**src/rtl/piso_serializer_8bit.sv**
```systemverilog
// Purpose: parallel-in serial-out shifter; captures a WIDTH-bit word and emits it one bit per clock.
// Latency: first frame bit on serial_out the cycle after the capturing edge; done pulses after the last bit.
// Backpressure: ready=0 while a frame is in flight; load is ignored then, and data_in is only sampled at capture.
// Optional feature: define PISO_PARITY_EN to append an even-parity bit to every frame.
module piso_serializer_8bit #(
    parameter int WIDTH     = 8,
    parameter int MSB_FIRST = 1
) (
    input  logic             clock,
    input  logic             reset,
    input  logic [WIDTH-1:0] data_in,
    input  logic             load,
    output logic             ready,
    output logic             serial_out,
    output logic             serial_valid,
    output logic             done
);

    localparam int CW = $clog2(WIDTH) + 1;
    localparam logic [CW-1:0] LAST_BIT = CW'(WIDTH - 1);

`ifdef PISO_PARITY_EN
    typedef enum logic [1:0] {IDLE = 2'd0, SHIFT = 2'd1, PARITY = 2'd2} state_t;
`else
    typedef enum logic [1:0] {IDLE = 2'd0, SHIFT = 2'd1} state_t;
`endif

    state_t           state_q, state_n;
    logic [WIDTH-1:0] sreg_q, sreg_n;
    logic [CW-1:0]    cnt_q, cnt_n;
    logic             ready_q, ready_n;
    logic             so_q, so_n;
    logic             sv_q, sv_n;
    logic             done_q, done_n;
    logic [WIDTH-1:0] shifted;
`ifdef PISO_PARITY_EN
    logic             par_q, par_n;
`endif

    // The bit currently due out always sits at the "head" end of the word.
    function automatic logic head_bit(input logic [WIDTH-1:0] w);
        return (MSB_FIRST != 0) ? w[WIDTH-1] : w[0];
    endfunction

    // Drop the bit just emitted so the next one moves to the head position.
    always_comb begin
        shifted = (MSB_FIRST != 0) ? {sreg_q[WIDTH-2:0], 1'b0} : {1'b0, sreg_q[WIDTH-1:1]};
    end

    // State register.
    always_ff @(posedge clock or posedge reset) begin
        if (reset) state_q <= IDLE;
        else       state_q <= state_n;
    end

    // Next-state and next-output decode; every output is the registered copy of these.
    always_comb begin
        state_n = state_q;
        sreg_n  = sreg_q;
        cnt_n   = cnt_q;
        ready_n = ready_q;
        so_n    = 1'b0;
        sv_n    = 1'b0;
        done_n  = 1'b0;
`ifdef PISO_PARITY_EN
        par_n   = par_q;
`endif
        case (state_q)
            IDLE: begin
                ready_n = 1'b1;
                if (load) begin
                    sreg_n  = data_in;
                    cnt_n   = '0;
                    state_n = SHIFT;
                    ready_n = 1'b0;
                    so_n    = head_bit(data_in);
                    sv_n    = 1'b1;
`ifdef PISO_PARITY_EN
                    par_n   = ^data_in;
`endif
                end
            end
            SHIFT: begin
                // cnt_q counts bits already shown; it reaches WIDTH at most, so it never wraps.
                cnt_n   = cnt_q + CW'(1);
                ready_n = 1'b0;
                if (cnt_q == LAST_BIT) begin
`ifdef PISO_PARITY_EN
                    state_n = PARITY;
                    so_n    = par_q;
                    sv_n    = 1'b1;
`else
                    state_n = IDLE;
                    ready_n = 1'b1;
                    done_n  = 1'b1;
`endif
                end else begin
                    sreg_n = shifted;
                    so_n   = head_bit(shifted);
                    sv_n   = 1'b1;
                end
            end
`ifdef PISO_PARITY_EN
            PARITY: begin
                state_n = IDLE;
                ready_n = 1'b1;
                done_n  = 1'b1;
            end
`endif
            default: begin
                state_n = IDLE;
                ready_n = 1'b1;
            end
        endcase
    end

    // Datapath and output registers; reset aborts any frame silently.
    always_ff @(posedge clock or posedge reset) begin
        if (reset) begin
            sreg_q  <= '0;
            cnt_q   <= '0;
            ready_q <= 1'b1;
            so_q    <= 1'b0;
            sv_q    <= 1'b0;
            done_q  <= 1'b0;
        end else begin
            sreg_q  <= sreg_n;
            cnt_q   <= cnt_n;
            ready_q <= ready_n;
            so_q    <= so_n;
            sv_q    <= sv_n;
            done_q  <= done_n;
        end
    end

`ifdef PISO_PARITY_EN
    // Parity of the captured word, held for the whole frame.
    always_ff @(posedge clock or posedge reset) begin
        if (reset) par_q <= 1'b0;
        else       par_q <= par_n;
    end
`endif

    assign ready        = ready_q;
    assign serial_out   = so_q;
    assign serial_valid = sv_q;
    assign done         = done_q;

endmodule

```
**config.mk**
```make
export PLATFORM = sky130hd
export DESIGN_NAME = piso_serializer_8bit
export DESIGN_NICKNAME = d
export VERILOG_FILES = /design/src/rtl/piso_serializer_8bit.sv
export SDC_FILE = /design/constraint.sdc
export NUM_CORES = 1
export LEC_CHECK = 0
export BUFFER_PORTS_ARGS = -buffer_cell sky130_fd_sc_hd__buf_2
export CORE_MARGIN = 2
export CORE_UTILIZATION = 55
export CTS_CLUSTER_DIAMETER = 150
export DETAILED_ROUTE_END_ITERATION = 10
export HOLD_SLACK_MARGIN = 0.08
export PLACE_DENSITY_LB_ADDON = 0.08
export SYNTH_ARGS = -nofsm -noshare
export SYNTH_HDL_FRONTEND = slang
export SYNTH_SLANG_ARGS = --single-unit
```
**constraint.sdc**
```tcl
create_clock -name clock -period 3.1 [get_ports clock]
set_input_delay 0.155 -clock clock [delete_from_list [all_inputs] [get_ports clock]]
set_output_delay 0.155 -clock clock [all_outputs]
set_load 0.02 [all_outputs]
```
==> flow_summary_export.csv, run 1 <==
group,metric,value,unit
synth,compound_gate_portion_of_the_synthesized_area,0.167,
critical_path,critical_path_sink_type,"flop",
global_routing,grt_pass1_wl,1.94,mm
timing,timing.final.crit_period,1.87,ns
layout,area_growth_syn_to_layout,13.3,%
die,core_area,1270,sq um
critical_path,critical_path.slowest_cell,"dfrtp_1",
global_routing,grt_start_max_net_pins,19,
critical_path,critical_path.startpoint_type,"flop",
routing,detail_route.vias_per_cell,5.32,
synth,main_combinational_cell_family_by_area_after_synthesis,"compound AO/OA/AOI/OAI gates",
timing,rsz0062_at_grt,"no",
clock_network,tritoncts,"built",
clock_network,maximum_level_of_the_cts_h_tree,1,
routing,antenna_violating_nets_post_route,0,
layout,final_area,831,sq um
timing,timing_max_transition_violations_final,0,
global_routing,antenna_found_initial,0,
die,row_count,13,
routing,drt-pass1-iter-count,4,
synth,synth_cell_type_count,21,
synth,synth.cell_area,733,sq um
critical_path,critPathTopFamily,"simple AND/OR/NAND/NOR gates",
critical_path,critical_path.max_fanout,18,
clock_network,clock_path_buffers,2,
layout,final_cell_mix,"dfrtp_1 (15), buf_2 (14), o21ai_0 (10), mux2i_1 (6), o21ai_2 (6)",
layout,fillCellCount,108,
power_and_ir_drop,combinationalPowerShare,0.351,
timing,hold_ws,0.0909,ns
power_and_ir_drop,ir_worst_vdd,0.443,mV
timing,worst_pin_slew,0.615,ns
synth,ys_async_sr_fraction,1.00,
placed_design,portBuffers,14,
die,ioPinCount,15,
critical_path,critical_path.reg2reg.startpoint,"state_q[0]",
critical_path,critPathArrivalTime,2.08,ns
synth,synth.mux.area_fraction,0.0973,
synth,syn_avg_cell_area,11.5,sq um
clock_network,clock_latency,0.29,ns
synth,yosys_register_bits,16,
timing,finalSetupViolations,0,
clock_network,clk_transition_reported_paths,0.09,ns
power_and_ir_drop,share_seq_of_total_power,0.471,
layout,final_net_count,92,
routing,routed_wirelength,1.22,mm
global_routing,number_of_global_route_vias_before_repair,463,
synth,syn_nets,76,
routing,routed_length_per_placed_instance,13.0,um
synth,synth_fa_ha_area_frac,0.0171,
synth,ys.flop_type,"dfrtp_1",
die,design.die.area,1640,sq um
layout,share_of_cells_above_drive_strength_1,0.342,
hold_path,min_from,"load",
power_and_ir_drop,design_internal_power,495,uW
power_and_ir_drop,p_switching,286,uW
clock_network,clock_tree.root_cell,"clkbuf_4",
timing,timing.fmax,535,MHz
clock_network,post_cts_resize_count,0,
status,outcome,"completed",
routing,detailedRoute.firstIterationViolations,9,
critical_path,critPathRequiredTime,3.31,ns
critical_path,worst-setup-path-type,"flop to flop",
global_routing,grt.total_usage,0.186,
die,dieHeight,40.5,um
synth,synth.yosys.warnings,0,
critical_path,critical_path.cell_chain,"nor2_1, or2_1, o2bb2ai_1",
flow_run,max-cap-violations,0,
critical_path,ff2ff_setup_slack,1.23,ns
synth,synthXorXnorAreaFrac,0,
die,initial_utilization,0.578,
power_and_ir_drop,leakage,0.000424,uW
power_and_ir_drop,pwr_dens,940,nW/um^2
power_and_ir_drop,switching_share,0.366,
routing,num_vias,500,
synth,netlist_instances,64,
clock_network,clock_sinks,16,
clock_network,numCtsBuffers,3,
timing,final.period_utilization,0.603,
die,die_width,40.5,um
hold_path,whs_path_depth,2,
global_routing,gr-total-overflow,0,
timing,finalHoldViolations,0,
placed_design,dp.final_hpwl,825,um
power_and_ir_drop,power.clock.fraction,0.178,
placed_design,placed_cell_area,785,sq um
layout,diodes,0,
hold_path,hold-path-endpoint,"cnt_q[1]",
critical_path,crit_path_max_incr_delay,0.61,ns
timing,maxSlewHeadroom,0.590,
placed_design,globalplace.congestion,0.689,
critical_path,timing.reg2reg.worst_path_depth,3,
critical_path,worst-path-buf-inv,0,
timing,skew,0.00405,ns
synth,synth-simple-area-share,0.0990,
synth,synth_enable_flop_cells,0,
routing,number_of_remaining_drc_errors,0,
layout,final_common_cell,"dfrtp_1",
synth,post_synthesis_sequential_area_ratio,0.548,
critical_path,rr_endpoint,"sreg_q[0]",
hold_path,holdCritPathClass,"input pin to flop",
timing,finalSetupTns,0,ns
## timing repair
item	CTS	global route
endpoints found under the setup margin	0	0
hold buffers	1	0
hold endpoints to repair	15	0
buffers inserted	0	0
## worst max path at each step
stage | cells past startpoint | to | from | slack, ns
finish | 3 | sreg_q[0] | state_q[0] | 1.23
global route | 3 | sreg_q[0] | state_q[0] | 1.10
CTS | 3 | sreg_q[0] | state_q[0] | 1.23
detailed placement | 3 | sreg_q[4] | state_q[0] | 1.26
global placement | 3 | sreg_q[0] | state_q[0] | 1.32
floorplan | 6 | sreg_q[0] | cnt_q[0] | 1.61
## worst reg2reg max path: cells and delay by family, from the launching register on
kind,cells,cell delay [ns]
AO/OA/AOI/OAI,1,0.17
flip-flops,1,0.61
AND/OR/NAND/NOR,2,1.01
## cell type report
type	count	area [sq um]	share of cell area
sequential	16	402	0.483
multi-input combinational	40	279	0.336
clock buffer	4	36.3	0.0437
tap	15	18.8	0.0226
timing repair buffer	15	80.1	0.0964
inverter	4	15.0	0.0181
## state kept, by name, summed over array words and instances, names as in the netlist
register      flops
ready             1
state_q           1
sreg_q            7
serial_valid      1
cnt_q             4
done              1
serial_out        1
## stage by stage
step                      std cells   util  worst slack, ns  power, uW
after floorplan                  64      -             1.61        607
after global placement           89  0.618             1.32        637
after detailed placement         89  0.618             1.26        646
after CTS                        94  0.655             1.23        784
after global routing             94  0.655             1.10        838
final                            94  0.655             1.23        781
## synthesized netlist by cell type, types with 2 or more instances
cell,count,area (sq um)
nand3_1,2,10.0
o21ai_2,6,52.6
nand2_1,5,18.8
buf_6,3,33.8
inv_1,4,15.0
o21ai_0,10,50.1
dfrtp_1,15,375
mux2i_1,6,60.1
## cell families after synthesis
group / count (synthesis)
AOI/OAI and AO/OA: 19
DFF: 16
and+or+nand+nor: 13
buffers and inverters: 8
muxes: 7
adders and majority gates: 1
## power by group through the flow
| stage | Clock (uW) | Combinational (uW) | Sequential, uW |
|---|---|---|---|
| 2_1_floorplan | 0 | 250 | 357 |
| 3_5_place_dp | 0 | 275 | 372 |
| 5_1_grt | 149 | 311 | 379 |
| 6_report | 139 | 274 | 368 |
| 4_1_cts | 140 | 276 | 367 |
| 3_3_place_gp | 0 | 267 | 370 |
## routing by layer
| metal | routed length [um] | GRT usage | up-vias |
|---|---|---|---|
| met5 | 0 | 0 | - |
| met4 | 43 | 0.133 | 0 |
| met3 | 51 | 0.0333 | 5 |
| met2 | 552 | 0.298 | 12 |
| met1 | 575 | 0.223 | 234 |
| li1 | - | - | 249 |
Power figures use the tool's default switching activity.
==> run 2, diff against run 1 <==
--- a/config.mk
+++ b/config.mk
@@ -5,9 +5,10 @@
 export SDC_FILE = /design/constraint.sdc
 export NUM_CORES = 1
 export LEC_CHECK = 0
+export ABC_AREA = 1
 export BUFFER_PORTS_ARGS = -buffer_cell sky130_fd_sc_hd__buf_2
 export CORE_MARGIN = 2
-export CORE_UTILIZATION = 55
+export CORE_UTILIZATION = 51
 export CTS_CLUSTER_DIAMETER = 150
 export DETAILED_ROUTE_END_ITERATION = 10
 export HOLD_SLACK_MARGIN = 0.08
==> constraint.sdc (replaced) <==
create_clock -name clock -period 1.8 [get_ports clock]
set_input_delay 0.09 -clock clock [delete_from_list [all_inputs] [get_ports clock]]
set_output_delay 0.09 -clock clock [all_outputs]
set_load 0.02 [all_outputs]
==> run 2 against run 1 <==
  * Core utilization shrank 2.6 points
  * Sequential share of layout area decreased by 4.4 points
  * Clock skew increased by 0.0071 ns
  * Register-to-register slack got worse by 0.68 ns
  * Critical endpoint is now sreg_q[2]
  * Via count up 19%
  * Largest cell class unchanged
  * Combinational power up 130%
  * Wire length rose by 10%
  * First-iteration DRC count increased by 67%
==> flow_summary_export.csv, run 2 <==
group,metric,value,unit
layout,final_net_count,124,
critical_path,critical_path.startpoint_type,"flop",
synth,yosys.area.top_type_share,0.488,
die,initial_utilization,0.529,
routing,drt-pass1-iter-count,4,
clock_network,post_cts_resize_count,0,
power_and_ir_drop,design_internal_power,872,uW
flow_run,max-cap-violations,0,
synth,synth.most_common_cell,"nand2_1",
global_routing,number_of_global_route_vias_before_repair,568,
critical_path,critical_path.slowest_cell,"dfrtp_1",
die,design.die.area,1840,sq um
power_and_ir_drop,switching_share,0.418,
synth,yosys_register_bits,16,
synth,synth_top_cell_by_area,"dfrtp_1",
layout,area_growth_syn_to_layout,18.9,%
clock_network,clock_latency,0.28,ns
hold_path,hold-path-endpoint,"cnt_q[2]",
routing,detailedRoute.firstIterationViolations,15,
routing,wirelength_met1,675,um
critical_path,critPathArrivalTime,1.42,ns
layout,post_layout_nonfiller_instances,127,
clock_network,clock_tree.root_cell,"clkbuf_4",
critical_path,worst-setup-path-type,"flop to flop",
clock_network,numCtsBuffers,3,
layout,diodes,0,
synth,yosys-top-cells-area,"dfrtp_1 (49%), nand2_1 (20%), inv_1 (5.4%), nand2_8 (5.2%), nand3_1 (5.2%)",
critical_path,rr_endpoint,"sreg_q[2]",
global_routing,grt_start_max_net_pins,17,
placed_design,portBuffers,14,
critical_path,critical_path.reg2reg.startpoint,"cnt_q[0]",
synth,syn_nets,103,
die,row_count,14,
synth,ys_async_sr_fraction,1.00,
global_routing,grt.total_usage,0.175,
synth,synth_enable_flop_cells,0,
clock_network,clock_path_buffers,2,
status,outcome,"completed",
timing,finalSetupTns,0,ns
power_and_ir_drop,combinationalPowerShare,0.422,
critical_path,worst-path-buf-inv,1,
timing,finalSetupViolations,0,
placed_design,dp.final_hpwl,966,um
timing,timing_max_transition_violations_final,0,
power_and_ir_drop,power.clock.fraction,0.155,
power_and_ir_drop,share_seq_of_total_power,0.422,
layout,share_of_cells_above_drive_strength_1,0.243,
routing,detail_route.vias_per_cell,4.68,
layout,final_cell_mix,"nand2_1 (42), dfrtp_1 (15), buf_2 (14), inv_1 (11), nand3_1 (8)",
die,core_area,1450,sq um
timing,worst_pin_slew,0.591,ns
placed_design,place_inst,120,
power_and_ir_drop,p_switching,626,uW
clock_network,clock_sinks,16,
layout,regMostFlops,"sreg_q",
die,die_width,42.8,um
hold_path,whs_path_depth,4,
power_and_ir_drop,leakage,0.000547,uW
routing,routed_wirelength,1.35,mm
synth,synth.cell_area,769,sq um
die,dieHeight,42.8,um
power_and_ir_drop,pwr_dens,1640,nW/um^2
synth,synth.yosys.warnings,0,
timing,final.period_utilization,0.696,
layout,reg_top3,"sreg_q (7), cnt_q (4)",
global_routing,grt_pass1_wl,2.38,mm
routing,routed_length_per_placed_instance,10.6,um
critical_path,critPathTopFamily,"simple AND/OR/NAND/NOR gates",
global_routing,gr-total-overflow,0,
timing,timing.fmax,798,MHz
critical_path,critical_path_sink_type,"flop",
layout,final_common_cell,"nand2_1",
timing,timing.final.crit_period,1.25,ns
hold_path,holdCritPathClass,"input pin to flop",
global_routing,antenna_found_initial,0,
routing,wl_met3,56,um
routing,number_of_remaining_drc_errors,0,
timing,finalHoldViolations,0,
timing,rsz0062_at_grt,"no",
critical_path,timing.reg2reg.worst_path_depth,7,
critical_path,critical_path.most_common_cell,"nand2_1",
power_and_ir_drop,ir_worst_vdd,0.720,mV
clock_network,clk_transition_reported_paths,0.10,ns
clock_network,tritoncts,"built",
routing,top_layer_used,"met4",
synth,syn_avg_cell_area,8.46,sq um
synth,ys.flop_type,"dfrtp_1",
synth,post_synthesis_sequential_area_ratio,0.522,
synth,netlist_instances,91,
placed_design,globalplace.congestion,0.752,
critical_path,critical_path.max_fanout,10,
hold_path,min_from,"load",
critical_path,ff2ff_setup_slack,0.55,ns
synth,netlist_top_cells_count,"nand2_1 (42), dfrtp_1 (15), inv_1 (11)",
critical_path,critPathRequiredTime,1.97,ns
routing,num_vias,594,
die,ioPinCount,15,
timing,skew,0.0111,ns
timing,maxSlewHeadroom,0.606,
clock_network,postCtsSetupBuffers,0,
critical_path,crit_path_max_incr_delay,0.41,ns
routing,metal2_wl,606,um
layout,largest_reg_flops,7,
synth,synth_cell_type_count,16,
critical_path,critical_path.cell_chain,"ha_1, nand2_2, clkinv_2, nand2_4, nand2_8, nand2_1, nand2_1",
clock_network,maximum_level_of_the_cts_h_tree,1,
routing,antenna_violating_nets_post_route,0,
## run 2: changes by cell type in the layout (fill, tap and decap cells not counted), moves of 6 or more
cell	change
nand2_1	+37
o21ai_0	-8
inv_1	+7
mux2i_1	-6
nand3_1	+6
o21ai_2	-6
## run 2: per-layer routing
layer | global-route usage | vias up
met5 | 0 | -
met4 | 0.0938 | 0
met3 | 0.0298 | 2
met2 | 0.258 | 13
met1 | 0.245 | 263
li1 | - | 316
## run 2: logic make-up (layout without fill, tap and decap cells)
logic type      after synthesis  count (layout)  share of synthesized area
simple gates                 57              57                      0.363
flops                        16              16                      0.522
buf+inv                      14              34                     0.0797
compound gates                3               3                     0.0195
fa+ha+maj                     1               1                     0.0163
## run 2: cell type report
cell class	count	area, sq um
repair buffers	17	100
clock buffers	4	36.3
multi-input cells	61	307
inverters	13	50.0
flip-flops and latches	16	402
well taps	16	20.0
fillers	126	539
## run 2: metrics by stage
step	utilization	hold slack (ns)	instance area, sq um	power (uW)	setup WS (ns)
2_1_floorplan	-	0.00302	769	1150	0.670
4_1_cts	0.629	0.116	915	1510	0.542
6_report	0.629	0.118	915	1500	0.547
3_5_place_dp	0.583	0.190	848	1270	0.568
5_1_grt	0.629	0.126	915	1640	0.461
3_3_place_gp	0.583	0.180	848	1250	0.590
## run 2: how the worst max path moves through the flow
stage / cells after the start / startpoint / endpoint / slack [ns]
finish: 7 / cnt_q[0] / sreg_q[2] / 0.55
global route: 5 / state_q[0] / sreg_q[3] / 0.46
CTS: 7 / cnt_q[0] / sreg_q[2] / 0.54
floorplan: 7 / cnt_q[0] / sreg_q[6] / 0.67
detailed placement: 7 / cnt_q[0] / sreg_q[2] / 0.57
global placement: 7 / cnt_q[0] / sreg_q[3] / 0.59
## run 2: what timing repair did
item,4_1_cts,5_1_grt
hold endpoints to repair,17,0
setup endpoints to repair,0,0
hold buffers,3,0
## run 2: power by group through the flow
stage	Clock (uW)	Combinational (uW)	Sequential, uW
after detailed placement	0	633	638
after global placement	0	617	634
after global routing	258	731	651
after floorplan	0	499	647
after CTS	241	641	631
final	232	633	633
## run 2: worst min-delay path: stages
cell     delay, ns
buf_2         0.10
nand2_2       0.07
o21ai_0       0.07
a21oi_1       0.05
